File: src/rtl/aes_pkg.sv
// Shared AES constants and the round_key_store FSM encoding.
//   AES_NUM_ROUND_KEYS : round keys per AES-256 schedule (15)
//   AES_KEY_W          : round-key width in bits (128)
//   AES_IDX_W          : width of a round index (4)
//   IDLE/LOAD/READY/STREAM : 2-bit state codes of round_key_store
package aes_pkg;

  localparam int AES_NUM_ROUND_KEYS = 15;
  localparam int AES_KEY_W          = 128;
  localparam int AES_IDX_W          = 4;

  localparam logic [1:0] IDLE   = 2'd0;
  localparam logic [1:0] LOAD   = 2'd1;
  localparam logic [1:0] READY  = 2'd2;
  localparam logic [1:0] STREAM = 2'd3;

endpackage

File: src/rtl/rk_regfile.sv
// Round-key storage: DEPTH x W words, one synchronous write port and one
// registered read port. The read register is reset so the key output of
// the parent block reads zero out of reset; the array itself is not reset.
// Ports:
//   clk, rst      : clock, async active-low reset (read register only)
//   we/waddr/wdata: write port
//   re/raddr      : read request; rdata updates on the edge where re=1
//   rdata         : registered read data, held while re=0
module rk_regfile #(
  parameter int DEPTH = 15,
  parameter int W     = 128,
  parameter int AW    = 4
) (
  input  logic          clk,
  input  logic          rst,
  input  logic          we,
  input  logic [AW-1:0] waddr,
  input  logic [W-1:0]  wdata,
  input  logic          re,
  input  logic [AW-1:0] raddr,
  output logic [W-1:0]  rdata
);

  localparam logic [AW-1:0] LAST_ADDR = AW'(DEPTH - 1);

  logic [W-1:0] mem [DEPTH];

  // Storage array write; addresses beyond the last entry are dropped.
  always_ff @(posedge clk) begin
    if (we && (waddr <= LAST_ADDR)) begin
      mem[waddr] <= wdata;
    end
  end

  // Registered read port; holds its value when no read is requested.
  always_ff @(posedge clk or negedge rst) begin
    if (!rst) begin
      rdata <= '0;
    end else if (re) begin
      if (raddr <= LAST_ADDR) begin
        rdata <= mem[raddr];
      end else begin
        rdata <= '0;
      end
    end else begin
      rdata <= rdata;
    end
  end

endmodule

File: src/rtl/round_key_store.sv
// Captures the 15 AES-256 round keys streamed by key expansion and
// replays them over valid/ready, forward (0..14) or reverse (14..0).
// Ports:
//   clk, rst            : clock, async active-low reset
//   load_start          : clear the store and capture a new key set
//   in_valid, in_key    : incoming round keys, in round order
//   rd_start, rd_dir    : start a replay; rd_dir 0 = forward, 1 = reverse
//   out_ready           : downstream accepts the presented key
//   out_valid, out_key,
//   out_round, out_last : presented key, its round index, final-key flag
//   keys_ready          : a full key set is stored
//   busy                : loading or streaming
module round_key_store
  import aes_pkg::*;
#(
  parameter int NUM_KEYS = AES_NUM_ROUND_KEYS,
  parameter int KEY_W    = AES_KEY_W,
  parameter int IDX_W    = AES_IDX_W
) (
  input  logic             clk,
  input  logic             rst,
  input  logic             load_start,
  input  logic             in_valid,
  input  logic [KEY_W-1:0] in_key,
  input  logic             rd_start,
  input  logic             rd_dir,
  input  logic             out_ready,
  output logic             out_valid,
  output logic [KEY_W-1:0] out_key,
  output logic [IDX_W-1:0] out_round,
  output logic             out_last,
  output logic             keys_ready,
  output logic             busy
);

  localparam logic [IDX_W-1:0] FIRST_IDX = '0;
  localparam logic [IDX_W-1:0] LAST_IDX  = IDX_W'(NUM_KEYS - 1);

  logic [1:0]       state;
  logic [1:0]       state_nxt;
  logic [IDX_W-1:0] wr_cnt;
  logic [IDX_W-1:0] rd_idx;
  logic             dir;
  logic             dir_eff;
  logic             we;
  logic             re;
  logic [IDX_W-1:0] raddr;
  logic             last_nxt;
  logic             hs;

  assign hs = out_valid & out_ready;

  // Next-state decode plus the write/read requests for the register file.
  // load_start has top priority in every state except IDLE, where it is
  // the only input that matters anyway.
  always_comb begin
    state_nxt = state;
    we        = 1'b0;
    re        = 1'b0;
    raddr     = rd_idx;
    dir_eff   = dir;
    case (state)
      IDLE: begin
        if (load_start) begin
          state_nxt = LOAD;
        end else begin
          state_nxt = IDLE;
        end
      end
      LOAD: begin
        if (load_start) begin
          state_nxt = LOAD;
        end else if (in_valid) begin
          we = 1'b1;
          if (wr_cnt == LAST_IDX) begin
            state_nxt = READY;
          end else begin
            state_nxt = LOAD;
          end
        end else begin
          state_nxt = LOAD;
        end
      end
      READY: begin
        if (load_start) begin
          state_nxt = LOAD;
        end else if (rd_start) begin
          state_nxt = STREAM;
          re        = 1'b1;
          dir_eff   = rd_dir;
          if (rd_dir) begin
            raddr = LAST_IDX;
          end else begin
            raddr = FIRST_IDX;
          end
        end else begin
          state_nxt = READY;
        end
      end
      STREAM: begin
        if (load_start) begin
          state_nxt = LOAD;
        end else if (hs) begin
          if (out_last) begin
            state_nxt = READY;
          end else begin
            // out_last guards the terminal index, so the step below
            // never leaves the 0..NUM_KEYS-1 range.
            state_nxt = STREAM;
            re        = 1'b1;
            if (dir) begin
              raddr = rd_idx - IDX_W'(1);
            end else begin
              raddr = rd_idx + IDX_W'(1);
            end
          end
        end else begin
          state_nxt = STREAM;
        end
      end
      default: begin
        state_nxt = IDLE;
      end
    endcase
  end

  // Final index of a replay: 0 when reversing, NUM_KEYS-1 when forward.
  always_comb begin
    if (dir_eff) begin
      last_nxt = (raddr == FIRST_IDX);
    end else begin
      last_nxt = (raddr == LAST_IDX);
    end
  end

  // FSM state, counters and registered status/handshake outputs.
  always_ff @(posedge clk or negedge rst) begin
    if (!rst) begin
      state      <= IDLE;
      wr_cnt     <= '0;
      rd_idx     <= '0;
      dir        <= 1'b0;
      out_valid  <= 1'b0;
      out_round  <= '0;
      out_last   <= 1'b0;
      keys_ready <= 1'b0;
      busy       <= 1'b0;
    end else begin
      state      <= state_nxt;
      out_valid  <= (state_nxt == STREAM);
      keys_ready <= (state_nxt == READY) || (state_nxt == STREAM);
      busy       <= (state_nxt == LOAD) || (state_nxt == STREAM);

      // Write counter saturates at the last index; the FSM leaves LOAD there.
      if (load_start && (state != IDLE || state_nxt == LOAD)) begin
        wr_cnt <= '0;
      end else if (we && (wr_cnt != LAST_IDX)) begin
        wr_cnt <= wr_cnt + IDX_W'(1);
      end else begin
        wr_cnt <= wr_cnt;
      end

      if (re) begin
        rd_idx    <= raddr;
        dir       <= dir_eff;
        out_round <= raddr;
        out_last  <= last_nxt;
      end else if (state_nxt != STREAM) begin
        out_last  <= 1'b0;
      end else begin
        out_last  <= out_last;
      end
    end
  end

  rk_regfile #(
    .DEPTH (NUM_KEYS),
    .W     (KEY_W),
    .AW    (IDX_W)
  ) u_regfile (
    .clk   (clk),
    .rst   (rst),
    .we    (we),
    .waddr (wr_cnt),
    .wdata (in_key),
    .re    (re),
    .raddr (raddr),
    .rdata (out_key)
  );

endmodule

File: config.mk
export PLATFORM = sky130hd
export DESIGN_NAME = round_key_store
export DESIGN_NICKNAME = d
export VERILOG_FILES = /design/src/rtl/aes_pkg.sv /design/src/rtl/rk_regfile.sv /design/src/rtl/round_key_store.sv
export SDC_FILE = /design/constraint.sdc
export NUM_CORES = 2
export LEC_CHECK = 0
export ABC_AREA = 1
export CORE_MARGIN = 4
export CORE_UTILIZATION = 45
export CTS_CLUSTER_DIAMETER = 200
export CTS_CLUSTER_SIZE = 12
export DETAILED_ROUTE_END_ITERATION = 16
export GPL_ROUTABILITY_DRIVEN = 0
export MAX_ROUTING_LAYER = met4
export SLEW_MARGIN = 25
export SYNTH_ARGS = -nofsm -noshare
export SYNTH_HDL_FRONTEND = slang
export SYNTH_HIERARCHICAL = 1
export SYNTH_SLANG_ARGS = --single-unit
File: constraint.sdc
create_clock -name clk -period 11.17 [get_ports clk]
set_clock_uncertainty 0.05 [all_clocks]
set_input_delay 1.6755 -clock clk [delete_from_list [all_inputs] [get_ports clk]]
set_output_delay 1.6755 -clock clk [all_outputs]
set_load 0.02 [all_outputs]
==> results.md <==
* WL per Instance at 22.24 µm
* Netlist cell types at 32
* EDFF count, synth at 1920
* Syn Nets at ~7500
* Max Root-Sink Buffers at 3
* Area contributors post-synth: edfxtp_1, nand2_1, nand3_1
* Remaining antenna violation count at 0
* Crit-path slowest cell: inv_8
* Setup CP Type: input pin to flip-flop
* Final #Nets at 7625
* Cell area after layout at roughly 94000 µm²
* Critical path's top delay family: buffers and inverters
* Total GRT Usage at a little under a quarter
* Largest net degree at the start of global routing at 223
* DP Area at approximately 89000 µm²
* Hold Path Class: flip-flop to flip-flop
* Worst path cell trace: clkdlybuf4s50_1 > nand2_1 > inv_1 > nand3_2 > nand3_1 > nand3_4 > inv_8 > buf_12 > a21oi_1 > a21oi_1 > nand2_1 > nand3_1 > nand2_1
* Crit-path most repeated cell: nand2_1
* Vias per inst at between 5 and 6
* Routed wire length at approximately 230000 µm
* Final Cycle Share at about 51%
* Hold slack at about 0.43 ns
* Tmin final at around 5.6 ns
* Avg Inst Size Synth at between 10 and 15 µm²
* Drt drc at 0
* CP Data Required Time at ~12 ns
* WP buf/inv at 4
* Antenna violations before repair at 38
* Top-count cell post-synth: nand2_1
* Fill cells at 16037
* Die width at ~440 µm
* Chip Height at about 440 µm
* MaxCap Viol Count at 0
* FFs w/ async S/R, synth at a little under 7%
* Crit start category: input pin
* H-tree lvl count at 4
* Leak at around 37 nW
* Clock buffer count from CTS at about 190
* Setup TNS at 0 ns
* Setup-failing EPs final at 0
* Num ports at ~270
* Final Slew Violations at 0
* Global route overflow at 0
* Maximum single-stage delay on the critical path at approximately 1.1 ns
* Fmax at 177.2 MHz
* # clock sinks at just over 2000
* Row count at 158
* Vias in the first global route at 51938
* Setup Slack @ Placement at around 4.7 ns
* Primary FF master, synth: edfxtp_1
* Outcome: finished, final reports clean
* Die area at approximately 190000 µm²
* CTS tree: yes
* Post-synth top area cell: edfxtp_1
* Slew @ Worst Pin at between 1 and 1.5 ns
* Postcts setup bufs at 0
* Area grow syn2layout at 12.18%
* Final Hold Viols at 0
* Layout cells sized above 1 at under 10%
* CTS root buf: clkbuf_16
* I/O Buffers at 270
* Clk slew on worst S/H paths at approximately 0.060 ns
* PD cells at around 160 nW/µm²
* Max IR drop VDD at 0.1249 mV
* CORE AREA at around 190000 µm²
* CTS Hold Bufs at 0
* CP arrival at approximately 6.3 ns
* Post-DP HPWL at roughly 110000 µm
* Post-synthesis sequential area ratio at roughly 73%
* Post-synth top cells: nand2_1, edfxtp_1, nand3_1
* Via Count at 54177
* Unrepaired setup endpoints after global routing: false
* Number of detailed-route iterations in the first pass at 5
* Cts repair resizes at 0
* Syn Inst Count at ~7400
* Crit path capture type: flip-flop
* Final Worst Setup Slack at around 5.5 ns
* Initial core utilization at a little under half
* Synthesized cell area at ~84000 µm²
* Headroom to the max-slew limit at ~23%
* Initial drt markers at approximately 4900
* Synth top area share at just under 70%
* Worst skew pair latency at between 0.8 and 0.9 ns
* First-pass GRT wire length at around 340000 µm
* Ys Warns at 6
* Critical Path Fanout Max at between 100 and 150
* Yosys reg bits at a little over 2000
power breakdown:
part	internal [mW]	switching, mW
registers	8.54	0.0327
logic	0.200	0.508
clock network	3.26	2.72
total	12.0	3.26
layout by cell type (no fill, tap or decap), types with 2 or more instances in the layout:
| cell type | count |
|---|---|
| a21oi_1 | 259 |
| buf_12 | 12 |
| buf_16 | 2 |
| buf_4 | 63 |
| buf_6 | 9 |
| clkbuf_1 | 138 |
| clkbuf_16 | 196 |
| clkdlybuf4s50_1 | 269 |
| clkinv_8 | 3 |
| dfrtp_1 | 143 |
| diode_2 | 30 |
| edfxtp_1 | 1920 |
| ha_1 | 4 |
| inv_1 | 662 |
| inv_2 | 3 |
| inv_6 | 3 |
| inv_8 | 2 |
| nand2_1 | 2462 |
| nand2_2 | 3 |
| nand3_1 | 1420 |
| nand3_4 | 3 |
| nor2_1 | 13 |
| nor2_2 | 5 |
| nor2_4 | 15 |
| o21ai_0 | 6 |
| o21bai_1 | 2 |
| o31ai_1 | 2 |
final timing paths:
path,start,to,slack [ns],cells past startpoint
max,out_ready,u_regfile/rdata[93]$_DFFE_PN0P_,5.53,13
min in group asynchronous,rst,u_regfile/rdata[27]$_DFFE_PN0P_,0.89,1
max in group asynchronous,rst,u_regfile/rdata[95]$_DFFE_PN0P_,8.98,2
min reg2reg,u_regfile/rdata[22]$_DFFE_PN0P_,u_regfile/rdata[22]$_DFFE_PN0P_,0.43,2
min,u_regfile/rdata[22]$_DFFE_PN0P_,u_regfile/rdata[22]$_DFFE_PN0P_,0.43,2
max reg2reg,out_valid$_DFF_PN0_,u_regfile/rdata[93]$_DFFE_PN0P_,6.19,12
routing by layer:
metal  global-route usage [%]  up-vias  part of all wire (%)
met5                        -        -                     0
met4                    7.082        0                   2.7
met3                    3.581      349                   6.3
met2                    38.75     1791                    49
met1                    30.88    26856                    42
li1                         -    25181                     -
logic make-up after synthesis:
family | share of synthesized area, %
xor gates and xnor gates | 0.02085
adders and majority gates | 0.08340
buffers and inverters | 5.635
DFF | 72.88
and+or+nand+nor | 19.71
AOI/OAI and AO/OA | 1.661
worst register-to-register path, stage by stage, from the launching register on:
cell and delay (ns):
dfrtp_1 0.54, nand2_1 0.39, inv_1 0.23, nand3_2 0.13, nand3_1 0.18, nand3_4 0.78
inv_8 1.10, buf_12 0.70, a21oi_1 0.25, a21oi_1 0.19, nand2_1 0.11, nand3_1 0.13
nand2_1 0.07
registers in the layout, summed over array words and instances, names as in the netlist:
| register | flops |
|---|---|
| dir | 1 |
| u_regfile/rdata | 128 |
| wr_cnt | 4 |
| busy | 1 |
| out_last | 1 |
| out_valid | 1 |
| u_regfile/mem | 1920 |
| rd_idx | 4 |
| keys_ready | 1 |
| state | 2 |
layout make-up:
class,instances,area (µm²),share of cell area (%)
flip-flops and latches,2063,61230,64.97
repair buffers,356,3576,3.794
inverters,670,2564,2.720
multi-input cells,4205,18210,19.32
well taps,2480,3103,3.292
clock buffers,334,5423,5.754
clock inverters,5,66.31,0.07036
diodes,30,75.07,0.07965
through the flow:
stage	utilization, %	power [mW]	std cells
2_1_floorplan	-	9.131	7362
3_5_place_dp	47.75	9.454	9773
4_1_cts	50.70	15.41	10112
5_1_grt	50.77	15.78	10140
6_report	50.77	15.27	10143
3_3_place_gp	47.71	9.439	9771
(Power assumes the default switching activity.)
